--- src/rtl/receiver_fsm_if.sv ---
// Serial receive bundle: the line into the receiver and the decoded {parity,data} word out.
interface receiver_fsm_if #(
  parameter int DATA_BITS = 8
) ();
  logic                 serialInput;
  logic [DATA_BITS:0]   dataParityOut;
  logic                 ready;

  modport master (output serialInput, input dataParityOut, input ready);
  modport slave  (input serialInput, output dataParityOut, output ready);
endinterface

--- src/rtl/receiver_fsm.sv ---
// UART receive FSM on the 16x oversampling tick: start detect, mid-bit sampling, {parity,data} + ready strobe.
// Optional odd-parity checking is enabled by defining PARITY_CHECK_EN.
module receiver_fsm #(
  parameter int OVERSAMPLE = 16,
  parameter int DATA_BITS  = 8
) (
  input  logic           baudRateOut,
  input  logic           rst,
  receiver_fsm_if.slave  rx
);

  localparam int TICK_W = $clog2(OVERSAMPLE);
  localparam int BIT_W  = (DATA_BITS > 1) ? $clog2(DATA_BITS) : 1;
  localparam logic [TICK_W-1:0] TICK_HALF = TICK_W'(OVERSAMPLE / 2 - 1);
  localparam logic [TICK_W-1:0] TICK_LAST = TICK_W'(OVERSAMPLE - 1);
  localparam logic [BIT_W-1:0]  BIT_LAST  = BIT_W'(DATA_BITS - 1);

  typedef enum logic [2:0] {
    S_IDLE,
    S_START,
    S_DATA,
    S_PARITY,
    S_STOP,
    S_BREAK
  } state_t;

  state_t                 state_q, state_d;
  logic [TICK_W-1:0]      tick_q, tick_d;
  logic [BIT_W-1:0]       bit_q, bit_d;
  logic [DATA_BITS-1:0]   shift_q, shift_d;
  logic                   par_q, par_d;
  logic [DATA_BITS:0]     dout_q, dout_d;
  logic                   ready_q, ready_d;
  logic                   sync1_q, sync2_q;
  logic                   line;
  logic                   frame_ok;

  assign line = sync2_q;

`ifdef PARITY_CHECK_EN
  // Odd parity: data ones plus the parity bit must be odd.
  assign frame_ok = ^{par_q, shift_q};
`else
  assign frame_ok = 1'b1;
`endif

  always_ff @(posedge baudRateOut) begin
    if (rst) begin
      sync1_q <= 1'b1;
      sync2_q <= 1'b1;
      state_q <= S_IDLE;
      tick_q  <= '0;
      bit_q   <= '0;
      dout_q  <= '0;
      ready_q <= 1'b0;
    end else begin
      sync1_q <= rx.serialInput;
      sync2_q <= sync1_q;
      state_q <= state_d;
      tick_q  <= tick_d;
      bit_q   <= bit_d;
      dout_q  <= dout_d;
      ready_q <= ready_d;
    end
  end

  // Shift register and parity capture only matter once a frame completes, so they carry no reset.
  always_ff @(posedge baudRateOut) begin
    shift_q <= shift_d;
    par_q   <= par_d;
  end

  always_comb begin
    state_d = state_q;
    tick_d  = tick_q + TICK_W'(1);
    bit_d   = bit_q;
    shift_d = shift_q;
    par_d   = par_q;
    dout_d  = dout_q;
    ready_d = 1'b0;

    case (state_q)
      S_IDLE: begin
        tick_d = '0;
        if (!line) state_d = S_START;
      end
      S_START: begin
        if (tick_q == TICK_HALF) begin
          tick_d = '0;
          bit_d  = '0;
          state_d = line ? S_IDLE : S_DATA;
        end
      end
      S_DATA: begin
        if (tick_q == TICK_LAST) begin
          tick_d = '0;
          shift_d[bit_q] = line;
          if (bit_q == BIT_LAST) state_d = S_PARITY;
          else                   bit_d   = bit_q + BIT_W'(1);
        end
      end
      S_PARITY: begin
        if (tick_q == TICK_LAST) begin
          tick_d  = '0;
          par_d   = line;
          state_d = S_STOP;
        end
      end
      S_STOP: begin
        if (tick_q == TICK_LAST) begin
          tick_d = '0;
          if (line) begin
            state_d = S_IDLE;
            if (frame_ok) begin
              dout_d  = {par_q, shift_q};
              ready_d = 1'b1;
            end
          end else begin
            state_d = S_BREAK;
          end
        end
      end
      S_BREAK: begin
        tick_d = '0;
        if (line) state_d = S_IDLE;
      end
      default: begin
        tick_d  = '0;
        state_d = S_IDLE;
      end
    endcase
  end

  assign rx.dataParityOut = dout_q;
  assign rx.ready         = ready_q;

endmodule

--- src/flat_wrapper.sv ---
// flat-port wrapper written by rule: the top's interface ports become plain ports
module receiver_fsm_flat 
#(
  parameter int OVERSAMPLE = 16,
  parameter int DATA_BITS  = 8
)
  (baudRateOut, rst, rx_serialInput, rx_dataParityOut, rx_ready);
  receiver_fsm_if #(.DATA_BITS(DATA_BITS)) rx_i ();
  input  logic baudRateOut;
  input  logic rst;
  input wire logic [$bits(rx_i.serialInput)-1:0] rx_serialInput;
  output wire logic [$bits(rx_i.dataParityOut)-1:0] rx_dataParityOut;
  output wire logic [$bits(rx_i.ready)-1:0] rx_ready;
  assign rx_i.serialInput = rx_serialInput;
  assign rx_dataParityOut = rx_i.dataParityOut;
  assign rx_ready = rx_i.ready;
  receiver_fsm #(.OVERSAMPLE(OVERSAMPLE), .DATA_BITS(DATA_BITS)) u_core (.baudRateOut(baudRateOut), .rst(rst), .rx(rx_i));
endmodule
--- config.mk ---
export PLATFORM = sky130hd
export DESIGN_NAME = receiver_fsm_flat
export DESIGN_NICKNAME = d
export VERILOG_FILES = /design/src/rtl/receiver_fsm_if.sv /design/src/rtl/receiver_fsm.sv /design/src/flat_wrapper.sv
export SDC_FILE = /design/constraint.sdc
export NUM_CORES = 1
export LEC_CHECK = 0
export BUFFER_PORTS_ARGS = -buffer_cell sky130_fd_sc_hd__buf_4
export CORE_ASPECT_RATIO = 1.75
export CORE_MARGIN = 2
export CORE_UTILIZATION = 45
export DETAILED_ROUTE_END_ITERATION = 16
export SETUP_SLACK_MARGIN = 0.1
export SLEW_MARGIN = 20
export SYNTH_ARGS = -nofsm -noshare
export SYNTH_HDL_FRONTEND = slang
export SYNTH_SLANG_ARGS = --single-unit
--- constraint.sdc ---
create_clock -name baudRateOut -period 2.05 [get_ports baudRateOut]
set_clock_uncertainty 0.1 [all_clocks]
set_input_delay 0.3075 -clock baudRateOut [delete_from_list [all_inputs] [get_ports baudRateOut]]
set_output_delay 0.3075 -clock baudRateOut [all_outputs]
set_load 0.005 [all_outputs]
# Word level (Yosys, flattened, before mapping)
# Cells that the tools add are included.
# totals
regBits	31
latchBits	0
mem_bits_rw	0
romBits	0
input_bits	3
out_inout_bits	10
mem_count	0
# op_classes
addsub	2
mul	0
div	0
order_cmp	2
eq_ne	16
shift	0
muxes	21
n_bitwise	2
reduce_logical	10
# ops
cell	n
2-to-1 mux 3 bit	11
one-hot mux 3 bit (6 select lines)	1
inequality test 2 x 1 -> 1 bit (second input constant)	6
== test 3 bit (second input constant)	3
bitwise mux 8 bit	1
2-to-1 mux 4 bit	2
one-hot mux 4 bit (2 select lines)	1
AND reduction 7 bit	1
== test 3 x 2 -> 1 bit (second input constant)	2
one-hot mux 3 bit (2 select lines)	1
OR reduction 3 bit	2
adder 4 x 1 -> 4 bit (second input constant)	1
== test 4 x 3 -> 1 bit (second input constant)	1
== test 4 bit (second input constant)	1
less-than comparator 3 x 4 -> 1 bit (second input constant)	1
inequality test 2 bit (second input constant)	2
AND reduction 2 bit	2
AND reduction 4 bit	1
adder 3 x 1 -> 3 bit (second input constant)	1
demux 1 bit (select 3 bit)	1
== test 3 x 1 -> 1 bit (second input constant)	1
greater-or-equal comparator 3 x 1 -> 1 bit (second input constant)	1
logical NOT 3 bit	1
AND reduction 3 bit	1
other kinds (5)	7

# Logic depth before layout (Yosys ltp)
# depth
depth_word	5
ltp_mapped	6
mapped_depth_nobuf	6

# Least setup slack after synthesis
# Ideal clock, no wire load.
# synth_timing
kind	flip-flop to flip-flop
startpoint	register u_core.bit_q[0]
endpoint	register u_core.state_q[2]
setup_time_ns	0.091
arrival_ns	1.527
required_ns	1.859
path_slack_ns	0.333
path_stages_with_launch	7
n_path_buf	0
synth_period_minus_slack_ns	1.717
path_cell_list	dfxtp_1 -> ha_1 -> ha_1 -> and2_1 -> o41ai_2 -> nor3_1 -> a311oi_1
# synth_via
elab_chain_len	3
# synth_rtl
element	line	rtl
from (decl)	receiver_fsm.sv:29	logic [BIT_W-1:0] bit_q, bit_d;
from (signal assigned)	receiver_fsm.sv:61	bit_q <= bit_d;
== test 3 bit	receiver_fsm.sv:98	if (bit_q == BIT_LAST) state_d = S_PARITY;
inequality test 2 x 1 -> 1 bit (no source line)	n/a	
AND reduction 7 bit (no source line)	n/a	
to (signal assigned)	receiver_fsm.sv:59	state_q <= state_d;
to (decl)	receiver_fsm.sv:27	state_t state_q, state_d;
# No other way between the ends.
# A chain may end at the register's enable or synchronous reset.

# Final worst setup path
# Ends and elaborated chain as after synthesis.

==> flow_summary.toml <==
[run_status]
outcome = "completed"

[finish]
final_cell_count_no_fill = 175
final-seq-area_sq_um = 713.2
antennaDiodeCount = 0
post_route_cells_drive_above_1_share = 0.2245
nNetsFinal = 152
most-common-layout-cells = "sky130_fd_sc_hd__nor2_1 (20), sky130_fd_sc_hd__dfxtp_1 (20), sky130_fd_sc_hd__buf_4 (16), sky130_fd_sc_hd__mux2i_1 (10), sky130_fd_sc_hd__edfxtp_1 (9)"
multi_input_comb_area_sq_um = 621.8
fillcell_total = 269
synthToLayoutAreaGrowth_pct = 19.70

[critical_path]
flop_to_flop_setup_slack_ns = 0.18
worstSetupStartpointType = "register"
cp_data_required_time_ns = 2.11
crit_chain = "ha_1 > ha_1 > and2_1 > o41a_1 > a31oi_2 > a311oi_1"
critPathSlowestCell = "sky130_fd_sc_hd__o41a_1"
end_kind = "register"
cp_top_family = "compound AO/OA/AOI/OAI gates"
timing.critical_path.mode_cell = "sky130_fd_sc_hd__ha_1"
timing.rr.start = "u_core.bit_q[0]$_SDFFE_PP0P_"
timing.rr.end = "u_core.state_q[2]$_SDFFE_PP0P_"
cpPeakStageDelay_ns = 0.40
r2r_cells = 6
criticalPathCategory = "register to register"
critical_path_peak_fanout = 7
arrival_ns = 1.93
cp.buffers_inverters = 0

[floorplan]
die_h_um = 76.36
num_rows = 26
io-pin-count = 13
placeableCoreArea_sq_um = 2895
die-width_um = 45.35
die_area_sq_um = 3462
start_util = 0.4650

[sta]
hold_slack_ns = 0.1100
final.setup.worst_slack_ns = 0.1801
setup_total_negative_slack_ns = 0
fin_hold_viols = 0
finalSetupViolations = 0
fin_crit_ns = 1.870
tightestPinTransition_ns = 0.4378
max_slew_margin = 0.7072
max_freq_mhz = 534.8
rsz0062_at_grt = "true"
final_max_slew_viol_count = 0
final_min_period_over_clock_period = 0.9121

[clock_tree]
clk-insertion-delay-late_ns = 0.28
cts-htree-levels = 2
cts_buffer_depth = 2
post_cts_hold_buffer_count = 0
clock_tree_from_tritoncts = "yes"
cts_post_setup_buffers_inserted = 0
path_clk_slew_ns = 0.07
clk_root_buffer_cell = "sky130_fd_sc_hd__clkbuf_8"
numCtsBuffers = 5
numClockSinks = 31

[drt]
post-route-drc-count = 0
detail_route.wl_per_cell_um = 14.34
totalWireLength_mm = 2.510
antenna_violating_nets_post_route = 0
vias = 996
drt-initial-drc-count = 27
route.detailed.vias_per_inst = 5.691
drt_pass1_iterations = 5

[hold_path]
min-delay-start = "rx_serialInput"
hold_critical_path_endpoint = "u_core.sync1_q$_SDFF_PP1_"
worstHoldPathCells = 2
hp-class = "input port to register"

[global_route]
globalRoute.totalOverflow = 0
globalRouteTotalUtil = 0.1703
antenna_found_initial = 0
grt_pass1_wl_mm = 4.209
pin_count_of_the_biggest_net_entering_global_routing = 22
grt_pass1_vias = 958

[synth]
number_of_nets_produced_by_synthesis = 135
mappedNetlistArea_sq_um = 1346
synth_area_leaders = "sky130_fd_sc_hd__dfxtp_1 (33%), sky130_fd_sc_hd__edfxtp_1 (20%), sky130_fd_sc_hd__mux2i_1 (7.4%)"
synth_sequential_area_ratio = 0.5279
synth_area_leader_cell = "sky130_fd_sc_hd__dfxtp_1"
synthFlopType = "sky130_fd_sc_hd__dfxtp_1"
synth_cell_types = 37
number_of_enable_type_register_cells_in_the_synthesized_netlist = 9
synth-seq-cells = 31
synth_warnings = 0
postSynthCellCount = 129
post_synth.cell_area_avg_sq_um = 10.44
synthDominantCellAreaShare = 0.3271
synthArstFlopShare = 0

[power_and_ir_drop]
power.switching_mw = 0.3981
worst_ir_drop_on_vdd_mv = 0.7047
power.static_leakage_nw = 0.6580
p_seq_frac = 0.441
power.share.clock = 0.403
pwrdens_nw_per_um2 = 964.6
p_int_mw = 1.156
power.total_mw = 1.555
swShare = 0.2561
combPwrFrac = 0.156

[place]
buffers_on_ports = 12
post-dp-hpwl_mm = 1.841
placedCellCount = 167
gp_congestion = 0.8070
pre_cts_slack_ns = 0.1751

[flow_run]
maxCapViolations = 0
==> metal layers <==
metal,part of all wire,up-vias,wire length [um],track usage
met5,0,-,0,0
met4,0.027,0,69,0.1000
met3,0.039,7,97,0.05924
met2,0.57,17,1421,0.2857
met1,0.37,474,922,0.1695
li1,-,498,-,-
==> power groups by stage <==
stage	combinational, mW	clock, mW	sequential [mW]
finish	0.243	0.626	0.686
global route	0.275	0.664	0.690
CTS	0.220	0.639	0.680
detailed placement	0.219	0	0.694
global placement	0.215	0	0.693
floorplan	0.192	0	0.673
==> worst register-to-register path: stages, from the launching register on <==
cell and delay [ns]:
sky130_fd_sc_hd__dfxtp_1 0.37, sky130_fd_sc_hd__ha_1 0.22, sky130_fd_sc_hd__ha_1 0.20, sky130_fd_sc_hd__and2_1 0.20, sky130_fd_sc_hd__o41a_1 0.41, sky130_fd_sc_hd__a31oi_2 0.19, sky130_fd_sc_hd__a311oi_1 0.07
==> sequential cells by signal, indices dropped and copies added (netlist names), 3 cells and up <==
register and count:
u_core.bit_q 3, u_core.state_q 3, u_core.shift_q 8, u_core.tick_q 4
u_core.rx.dataParityOut 9
==> Yosys cell counts, drive strengths merged (2+ instances only) <==
library cell / n
dfxtp: 22
and2: 2
nand2: 3
buf: 4
edfxtp: 9
nand3: 7
mux2i: 10
or3b: 2
or3: 2
clkbuf: 2
nor2b: 4
o41ai: 2
xnor2: 2
ha: 3
o211ai: 3
nor3: 5
a21oi: 2
or2: 2
nand2b: 4
o21ai: 4
nor2: 21
o21a: 2
==> area by class of cell <==
cell class,count,share of cell area
clock buffers,6,0.05124
flip-flops and latches,31,0.4425
multi-input cells,91,0.3859
clock inverters,2,0.02174
inverters,1,0.002329
well taps,28,0.02174
repair buffers,16,0.07453
==> cells by family after synthesis <==
family | count (synthesis) | synth area share
adder cells (fa/ha/maj) | 3 | 0.02788
buffers and inverters | 7 | 0.02323
XOR/XNOR | 2 | 0.01301
AO/OA/AOI/OAI | 18 | 0.1013
flip-flops | 31 | 0.5279
multiplexers | 11 | 0.08272
AND/OR/NAND/NOR | 57 | 0.2240
==> per-stage QoR <==
step | instance area (sq um) | util
floorplan | 1346 | -
global placement | 1474 | 0.5091
detailed placement | 1474 | 0.5091
CTS | 1592 | 0.5497
global route | 1612 | 0.5566
finish | 1612 | 0.5566
==> worst max-delay path by stage <==
stage               cells after the start                              to                      startpoint  slack, ns
finish                                  6  u_core.state_q[2]$_SDFFE_PP0P_    u_core.bit_q[0]$_SDFFE_PP0P_       0.18
global route                            6  u_core.state_q[1]$_SDFFE_PP0P_    u_core.bit_q[1]$_SDFFE_PP0P_       0.04
CTS                                     3     u_core.shift_q[0]$_DFFE_PP_  u_core.state_q[1]$_SDFFE_PP0P_       0.16
detailed placement                      3     u_core.shift_q[0]$_DFFE_PP_  u_core.state_q[1]$_SDFFE_PP0P_       0.18
global placement                        6  u_core.state_q[2]$_SDFFE_PP0P_    u_core.bit_q[0]$_SDFFE_PP0P_       0.22
floorplan                               6  u_core.state_q[2]$_SDFFE_PP0P_    u_core.bit_q[0]$_SDFFE_PP0P_       0.33
==> what timing repair did <==
item | in CTS | in global routing
setup endpoints to repair | 0 | 2
resized for setup | 0 | 4
endpoints found under the hold margin | 0 | 0
Note: power is estimated with default switching activity, not from simulation.
